--- config.mk ---
export PLATFORM = sky130hd
export DESIGN_NAME = sensor_fusion_host_ctrl
export DESIGN_NICKNAME = d
export VERILOG_FILES = /design/src/rtl/sensor_fusion_host_ctrl.sv
export SDC_FILE = /design/constraint.sdc
export NUM_CORES = 1
export LEC_CHECK = 0
export ABC_AREA = 1
export BUFFER_PORTS_ARGS = -buffer_cell sky130_fd_sc_hd__buf_2
export CAP_MARGIN = 10
export CORE_ASPECT_RATIO = 0.8
export CORE_MARGIN = 3
export CORE_UTILIZATION = 42
export CTS_BUF_LIST = sky130_fd_sc_hd__clkbuf_8
export DETAILED_ROUTE_END_ITERATION = 8
export GPL_TIMING_DRIVEN = 0
export PLACE_DENSITY = 0.7
export SLEW_MARGIN = 10
export SYNTH_ARGS = -nofsm -noshare
export SYNTH_HDL_FRONTEND = slang
export SYNTH_SLANG_ARGS = --single-unit
--- constraint.sdc ---
create_clock -name clk -period 2.3 [get_ports clk]
set_input_delay 0.115 -clock clk [delete_from_list [all_inputs] [get_ports clk]]
set_output_delay 0.115 -clock clk [all_outputs]
set_load 0.1 [all_outputs]
--- src/rtl/sensor_fusion_host_ctrl.sv ---
// Host-side sequencer that drives a sensor-fusion accelerator over AXI4-Lite.
// Each command writes ctrl=1, polls status until bit0 is set (or the poll
// budget runs out), writes ctrl=0, then reads the fused position and velocity.
//
// Ports:
//   clk, rst_n              clock, asynchronous active-low reset
//   cmd_start               run request, sampled only while idle
//   busy, done              busy outside IDLE; one-cycle completion pulse
//   err, err_code           error flag and cause (01 bad response, 10 poll timeout)
//   result_pos, result_vel  last successfully read fused state
//   m_axi_*                 AXI4-Lite master write and read channels
module sensor_fusion_host_ctrl #(
   parameter int unsigned AXI_ADDR_W = 4,
   parameter int unsigned AXI_DATA_W = 32,
   parameter int unsigned POLL_LIMIT = 1024
) (
   input  logic                  clk,
   input  logic                  rst_n,
   input  logic                  cmd_start,
   output logic                  busy,
   output logic                  done,
   output logic                  err,
   output logic [1:0]            err_code,
   output logic [AXI_DATA_W-1:0] result_pos,
   output logic [AXI_DATA_W-1:0] result_vel,
   output logic                  m_axi_awvalid,
   output logic [AXI_ADDR_W-1:0] m_axi_awaddr,
   input  logic                  m_axi_awready,
   output logic                  m_axi_wvalid,
   output logic [AXI_DATA_W-1:0] m_axi_wdata,
   input  logic                  m_axi_wready,
   input  logic                  m_axi_bvalid,
   input  logic [1:0]            m_axi_bresp,
   output logic                  m_axi_bready,
   output logic                  m_axi_arvalid,
   output logic [AXI_ADDR_W-1:0] m_axi_araddr,
   input  logic                  m_axi_arready,
   input  logic                  m_axi_rvalid,
   input  logic [AXI_DATA_W-1:0] m_axi_rdata,
   input  logic [1:0]            m_axi_rresp,
   output logic                  m_axi_rready
);

   localparam int unsigned CNT_W = $clog2(POLL_LIMIT + 1);

   localparam logic [2:0] IDLE   = 3'd0;
   localparam logic [2:0] WADDR  = 3'd1;
   localparam logic [2:0] WRESP  = 3'd2;
   localparam logic [2:0] RADDR  = 3'd3;
   localparam logic [2:0] RDATA  = 3'd4;
   localparam logic [2:0] FINISH = 3'd5;

   localparam logic [2:0] STEP_CTRL_ON  = 3'd0;
   localparam logic [2:0] STEP_POLL     = 3'd1;
   localparam logic [2:0] STEP_CTRL_OFF = 3'd2;
   localparam logic [2:0] STEP_POS      = 3'd3;
   localparam logic [2:0] STEP_VEL      = 3'd4;

   localparam logic [1:0] ERR_NONE    = 2'b00;
   localparam logic [1:0] ERR_RESP    = 2'b01;
   localparam logic [1:0] ERR_TIMEOUT = 2'b10;

   localparam logic [AXI_ADDR_W-1:0] ADDR_CTRL   = AXI_ADDR_W'(4'h0);
   localparam logic [AXI_ADDR_W-1:0] ADDR_STATUS = AXI_ADDR_W'(4'h4);
   localparam logic [AXI_ADDR_W-1:0] ADDR_POS    = AXI_ADDR_W'(4'h8);
   localparam logic [AXI_ADDR_W-1:0] ADDR_VEL    = AXI_ADDR_W'(4'hC);

   logic [2:0]            state, state_n, step, step_n;
   logic [CNT_W-1:0]      poll_cnt, poll_cnt_n;
   logic                  awvalid_n, wvalid_n, bready_n, arvalid_n, rready_n, err_n;
   logic [AXI_ADDR_W-1:0] awaddr_n, araddr_n;
   logic [AXI_DATA_W-1:0] wdata_n, pos_n, vel_n;
   logic [1:0]            err_code_n;

   // A channel is finished once its valid has dropped or is accepted this cycle.
   logic             aw_done_c, w_done_c, poll_hit_c;
   logic [CNT_W-1:0] poll_inc_c;
   assign aw_done_c  = !m_axi_awvalid || m_axi_awready;
   assign w_done_c   = !m_axi_wvalid || m_axi_wready;
   assign poll_inc_c = poll_cnt + CNT_W'(1);
   assign poll_hit_c = (poll_inc_c == CNT_W'(POLL_LIMIT));

   // Next-state and next-output logic; every register holds by default.
   always_comb begin
      state_n    = state;
      step_n     = step;
      poll_cnt_n = poll_cnt;
      awvalid_n  = m_axi_awvalid;
      wvalid_n   = m_axi_wvalid;
      awaddr_n   = m_axi_awaddr;
      wdata_n    = m_axi_wdata;
      bready_n   = m_axi_bready;
      arvalid_n  = m_axi_arvalid;
      araddr_n   = m_axi_araddr;
      rready_n   = m_axi_rready;
      err_n      = err;
      err_code_n = err_code;
      pos_n      = result_pos;
      vel_n      = result_vel;
      case (state)
         IDLE: begin
            if (cmd_start) begin
               state_n    = WADDR;
               step_n     = STEP_CTRL_ON;
               poll_cnt_n = '0;
               err_n      = 1'b0;
               err_code_n = ERR_NONE;
               awvalid_n  = 1'b1;
               wvalid_n   = 1'b1;
               awaddr_n   = ADDR_CTRL;
               wdata_n    = AXI_DATA_W'(1);
            end
         end
         WADDR: begin
            awvalid_n = m_axi_awvalid && !m_axi_awready;
            wvalid_n  = m_axi_wvalid && !m_axi_wready;
            if (aw_done_c && w_done_c) begin
               state_n  = WRESP;
               bready_n = 1'b1;
            end
         end
         WRESP: begin
            if (m_axi_bvalid) begin
               bready_n = 1'b0;
               if (m_axi_bresp != 2'b00) begin
                  state_n    = FINISH;
                  err_code_n = ERR_RESP;
               end else if (step == STEP_CTRL_ON) begin
                  state_n   = RADDR;
                  step_n    = STEP_POLL;
                  arvalid_n = 1'b1;
                  araddr_n  = ADDR_STATUS;
               end else if (err_code == ERR_TIMEOUT) begin
                  state_n = FINISH;
               end else begin
                  state_n   = RADDR;
                  step_n    = STEP_POS;
                  arvalid_n = 1'b1;
                  araddr_n  = ADDR_POS;
               end
            end
         end
         RADDR: begin
            if (m_axi_arready) begin
               state_n   = RDATA;
               arvalid_n = 1'b0;
               rready_n  = 1'b1;
            end
         end
         RDATA: begin
            if (m_axi_rvalid) begin
               rready_n = 1'b0;
               if (m_axi_rresp != 2'b00) begin
                  state_n    = FINISH;
                  err_code_n = ERR_RESP;
               end else begin
                  case (step)
                     STEP_POLL: begin
                        // Timeout still writes ctrl=0 so the accelerator is left stopped.
                        if (m_axi_rdata[0] || poll_hit_c) begin
                           if (!m_axi_rdata[0]) begin
                              poll_cnt_n = poll_inc_c;
                              err_code_n = ERR_TIMEOUT;
                           end
                           state_n   = WADDR;
                           step_n    = STEP_CTRL_OFF;
                           awvalid_n = 1'b1;
                           wvalid_n  = 1'b1;
                           awaddr_n  = ADDR_CTRL;
                           wdata_n   = '0;
                        end else begin
                           poll_cnt_n = poll_inc_c;
                           state_n    = RADDR;
                           arvalid_n  = 1'b1;
                        end
                     end
                     STEP_POS: begin
                        pos_n     = m_axi_rdata;
                        state_n   = RADDR;
                        step_n    = STEP_VEL;
                        arvalid_n = 1'b1;
                        araddr_n  = ADDR_VEL;
                     end
                     default: begin
                        vel_n   = m_axi_rdata;
                        state_n = FINISH;
                     end
                  endcase
               end
            end
         end
         default: state_n = IDLE;
      endcase
      if (state_n == FINISH) err_n = (err_code_n != ERR_NONE);
   end

   // State and registered outputs.
   always_ff @(posedge clk or negedge rst_n) begin
      if (!rst_n) begin
         state         <= IDLE;
         step          <= STEP_CTRL_ON;
         poll_cnt      <= '0;
         busy          <= 1'b0;
         done          <= 1'b0;
         err           <= 1'b0;
         err_code      <= ERR_NONE;
         result_pos    <= '0;
         result_vel    <= '0;
         m_axi_awvalid <= 1'b0;
         m_axi_awaddr  <= '0;
         m_axi_wvalid  <= 1'b0;
         m_axi_wdata   <= '0;
         m_axi_bready  <= 1'b0;
         m_axi_arvalid <= 1'b0;
         m_axi_araddr  <= '0;
         m_axi_rready  <= 1'b0;
      end else begin
         state         <= state_n;
         step          <= step_n;
         poll_cnt      <= poll_cnt_n;
         busy          <= (state_n != IDLE);
         done          <= (state_n == FINISH);
         err           <= err_n;
         err_code      <= err_code_n;
         result_pos    <= pos_n;
         result_vel    <= vel_n;
         m_axi_awvalid <= awvalid_n;
         m_axi_awaddr  <= awaddr_n;
         m_axi_wvalid  <= wvalid_n;
         m_axi_wdata   <= wdata_n;
         m_axi_bready  <= bready_n;
         m_axi_arvalid <= arvalid_n;
         m_axi_araddr  <= araddr_n;
         m_axi_rready  <= rready_n;
      end
   end

endmodule

==> flow_metrics.tcl <==
set metrics [dict create \
    floorplan.die.width_um 122.1 \
    drcViolationCount 0 \
    area_delta_synth_final_pct 31.36 \
    layout-drive-gt1-share_pct 30.14 \
    synth.lib_cells_used.distinct 36 \
    synth-main-ff-cell "sky130_fd_sc_hd__dfrtp_1" \
    boundaryPins 158 \
    synth.avg_cell_area_um2 8.424 \
    clkSlewWorstSetupHoldPaths_ps 90 \
    clock_sink_count 94 \
    drt-pass1-iter-count 7 \
    cts_root_buffer "sky130_fd_sc_hd__clkbuf_8" \
    wl_per_cell_um 12.81 \
    timing.final.max_slew_violations 0 \
    grt_setup_unrepaired "no" \
    floorplan.die.height_um 98.91 \
    worstSetupEndpointType "flop" \
    main_area_contributors_after_synthesis "sky130_fd_sc_hd__dfrtp_1 52%, sky130_fd_sc_hd__nand2_1 8.4%, sky130_fd_sc_hd__buf_4 6.1%" \
    tritoncts "done" \
    worst_slack_ps 267.9 \
    detail_route.iter0.violations 285 \
    worst-setup-path-type "flop to flop" \
    netlist_area_um2 4532 \
    final.setup.tns_ps 0 \
    maxCapViolCount 0 \
    num_vias 4038 \
    synth-seq-cells 94 \
    status "complete, no violations" \
    synth.yosys.warnings 0 \
    floorplan.core_area_um2 10360 \
    tightest_pin_transition_ps 511.4 \
    antenna_cells 0 \
    final_net_count 780 \
    critical_path.startpoint_type "flop" \
    route.detailed.vias_per_inst 4.589 \
    dp_worst_setup_slack_ps 268.5 \
    final_antenna_net_count 0 \
    gp_routability_congestion 0.9066 \
    setup_viol_count_final 0 \
    place.detailed.hpwl_um 8380 \
    number_of_buffers_on_the_longest_clock_path 2 \
    critical_path.max_fanout 10 \
    layout_worst_path_cycle_share_pct 88.35 \
    ys_async_sr_fraction_pct 100.0 \
    synthesis.instances 538 \
    synth_top_cell_area_share_pct 51.91 \
    clock_latency_ps 370 \
    count_of_flip_flops_with_a_built_in_enable_after_synthesis 0 \
    largest_net_degree_at_the_start_of_global_routing 59 \
    fmaxAchievable_mhz 492.1 \
    min_path_type "primary input to flop" \
    grt_pass1_vias 3760 \
    hold_viol_final 0 \
    relSlewSlack_pct 66.14 \
    worstPathRequired_ps 2580 \
    die_area_um2 12080 \
    grt_first_pass_wirelength_um 18170 \
    starting_density_pct 43.73 \
    globalRouteTotalUtil_pct 19.00 \
    routed_wl_um 11270 \
    placement_rows 33 \
    fin_skew_ps 12.86 \
    timing.critical_path.arrival_ps 2310 \
    antenna_violations_before_repair 0 \
    buffer_ports.inserted 120 \
    number_of_clock_buffers_inserted_by_tritoncts 9 \
    synth_area_leader_cell "sky130_fd_sc_hd__dfrtp_1" \
    synth_sequential_area_ratio_pct 51.91 \
    cts_max_level 3 \
    gr-total-overflow 0 \
    min_period_ps 2032 \
]
-- worst max-delay path, cell delays in order (launching register included) --
cell and delay (ps):
sky130_fd_sc_hd__dfrtp_1 470, sky130_fd_sc_hd__nor2_4 190, sky130_fd_sc_hd__inv_2 80, sky130_fd_sc_hd__nor2_8 190, sky130_fd_sc_hd__nand2_4 110, sky130_fd_sc_hd__nor2_2 170, sky130_fd_sc_hd__nand3_1 120, sky130_fd_sc_hd__buf_2 210
sky130_fd_sc_hd__clkbuf_2 210, sky130_fd_sc_hd__o21ai_0 200
-- cell type report --
cell class | instances | area [um^2]
Inverter | 72 | 270.3
Clock inverter | 7 | 66.31
Tap cell | 140 | 175.2
Fill cell | 945 | 4410
Sequential cell | 94 | 2352
Clock buffer | 9 | 123.9
Multi-Input combinational cell | 356 | 1688
Buffer | 52 | 356.6
Timing Repair Buffer | 150 | 920.9
-- repair_timing --
action	in CTS	in global routing
hold buffers	29	0
endpoints found under the hold margin	68	0
gates resized for setup	0	0
buffers inserted	0	0
endpoints found under the setup margin	0	0
-- cells in the mapped netlist (2+ instances only) --
| cell type | n |
|---|---|
| sky130_fd_sc_hd__a21oi_1 | 41 |
| sky130_fd_sc_hd__nand2_1 | 102 |
| sky130_fd_sc_hd__o21ai_1 | 5 |
| sky130_fd_sc_hd__o31ai_1 | 2 |
| sky130_fd_sc_hd__o22ai_1 | 8 |
| sky130_fd_sc_hd__inv_2 | 7 |
| sky130_fd_sc_hd__o211ai_1 | 2 |
| sky130_fd_sc_hd__dfrtp_1 | 94 |
| sky130_fd_sc_hd__nand4_1 | 4 |
| sky130_fd_sc_hd__buf_2 | 10 |
| sky130_fd_sc_hd__buf_4 | 37 |
| sky130_fd_sc_hd__a21oi_2 | 2 |
| sky130_fd_sc_hd__clkbuf_2 | 2 |
| sky130_fd_sc_hd__clkbuf_1 | 2 |
| sky130_fd_sc_hd__nor2_2 | 4 |
| sky130_fd_sc_hd__nor2_1 | 61 |
| sky130_fd_sc_hd__nand2_2 | 8 |
| sky130_fd_sc_hd__o21ai_0 | 38 |
| sky130_fd_sc_hd__nand3_2 | 5 |
| sky130_fd_sc_hd__nor3_1 | 2 |
| sky130_fd_sc_hd__nor2_4 | 4 |
| sky130_fd_sc_hd__or2_2 | 3 |
| sky130_fd_sc_hd__nand3_1 | 19 |
| sky130_fd_sc_hd__inv_1 | 64 |
-- layout by cell type, fill, tap and decap left out, types with 2 or more instances in the layout --
cell                              n
sky130_fd_sc_hd__nand3_2          5
sky130_fd_sc_hd__nand4_1          4
sky130_fd_sc_hd__nand3_1         19
sky130_fd_sc_hd__nand2_2          8
sky130_fd_sc_hd__clkbuf_2         2
sky130_fd_sc_hd__buf_2          129
sky130_fd_sc_hd__nand2_1        102
sky130_fd_sc_hd__o211ai_1         2
sky130_fd_sc_hd__nor2_1          61
sky130_fd_sc_hd__clkinvlp_4       2
sky130_fd_sc_hd__inv_1           66
sky130_fd_sc_hd__conb_1          37
sky130_fd_sc_hd__buf_4           38
sky130_fd_sc_hd__inv_2            7
sky130_fd_sc_hd__a21oi_2          2
sky130_fd_sc_hd__dlygate4sd3_1   29
sky130_fd_sc_hd__dfrtp_1         94
sky130_fd_sc_hd__o22ai_1          8
sky130_fd_sc_hd__clkbuf_1         2
sky130_fd_sc_hd__o21ai_0         38
sky130_fd_sc_hd__nor3_1           2
sky130_fd_sc_hd__or2_2            3
sky130_fd_sc_hd__o31ai_1          2
sky130_fd_sc_hd__clkbuf_8         9
sky130_fd_sc_hd__nor2_2           4
sky130_fd_sc_hd__a21oi_1         41
sky130_fd_sc_hd__nor2_4           4
sky130_fd_sc_hd__o21ai_1          5
-- registers in the layout, indices dropped and copies added (netlist names), 2 cells and up --
name and flops:
result_pos 32, result_vel 32, poll_cnt 11, state 3, step 3, err_code 2
m_axi_araddr 2
-- cells by family (layout without fill, tap and decap cells) --
kind of cell | after synthesis | count (layout) | synth area share, %
buf+inv | 124 | 290 | 13.83
simple gates | 217 | 217 | 21.92
compound gates | 101 | 101 | 11.98
fa+ha+maj | 1 | 1 | 0.2760
flops | 94 | 94 | 51.91
other cells | 1 | 37 | 0.08275
-- metrics by stage --
step           area, um^2  hold WS (ps)  instances  utilization (%)
2_1_floorplan        4667        -180.6        574                -
3_3_place_gp         5443         362.5        834            52.52
3_5_place_dp         5473         113.7        835            52.81
4_1_cts              5953         6.132        880            57.44
5_1_grt              5953         10.67        880            57.44
6_report             5953         30.47        880            57.44
-- routing by layer --
| metal | wire length [um] | global-route usage (%) | up-vias |
|---|---|---|---|
| met1 | 5079 | 25.70 | 1845 |
| met4 | 277 | 7.573 | 0 |
| met5 | 0 | 0 | - |
| met2 | 5147 | 29.41 | 147 |
| li1 | - | - | 2024 |
| met3 | 768 | 4.819 | 22 |
-- path summary, 6_finish.rpt --
kind	from	end	slack, ps	depth (start not counted)
hold reg to reg	result_pos[15]	result_pos[15]	490	2
setup / recovery	state[0]	result_pos[13]	270	9
hold / removal	m_axi_rdata[3]	result_vel[3]	30	3
max in group asynchronous	rst_n	result_vel[21]	1390	3
setup reg to reg	state[0]	result_pos[13]	270	9
min in group asynchronous	rst_n	result_pos[11]	250	2
Power is left out: the tool's default activity adds up to more than one toggle a clock period on the data nets, which glitch-free logic cannot reach.
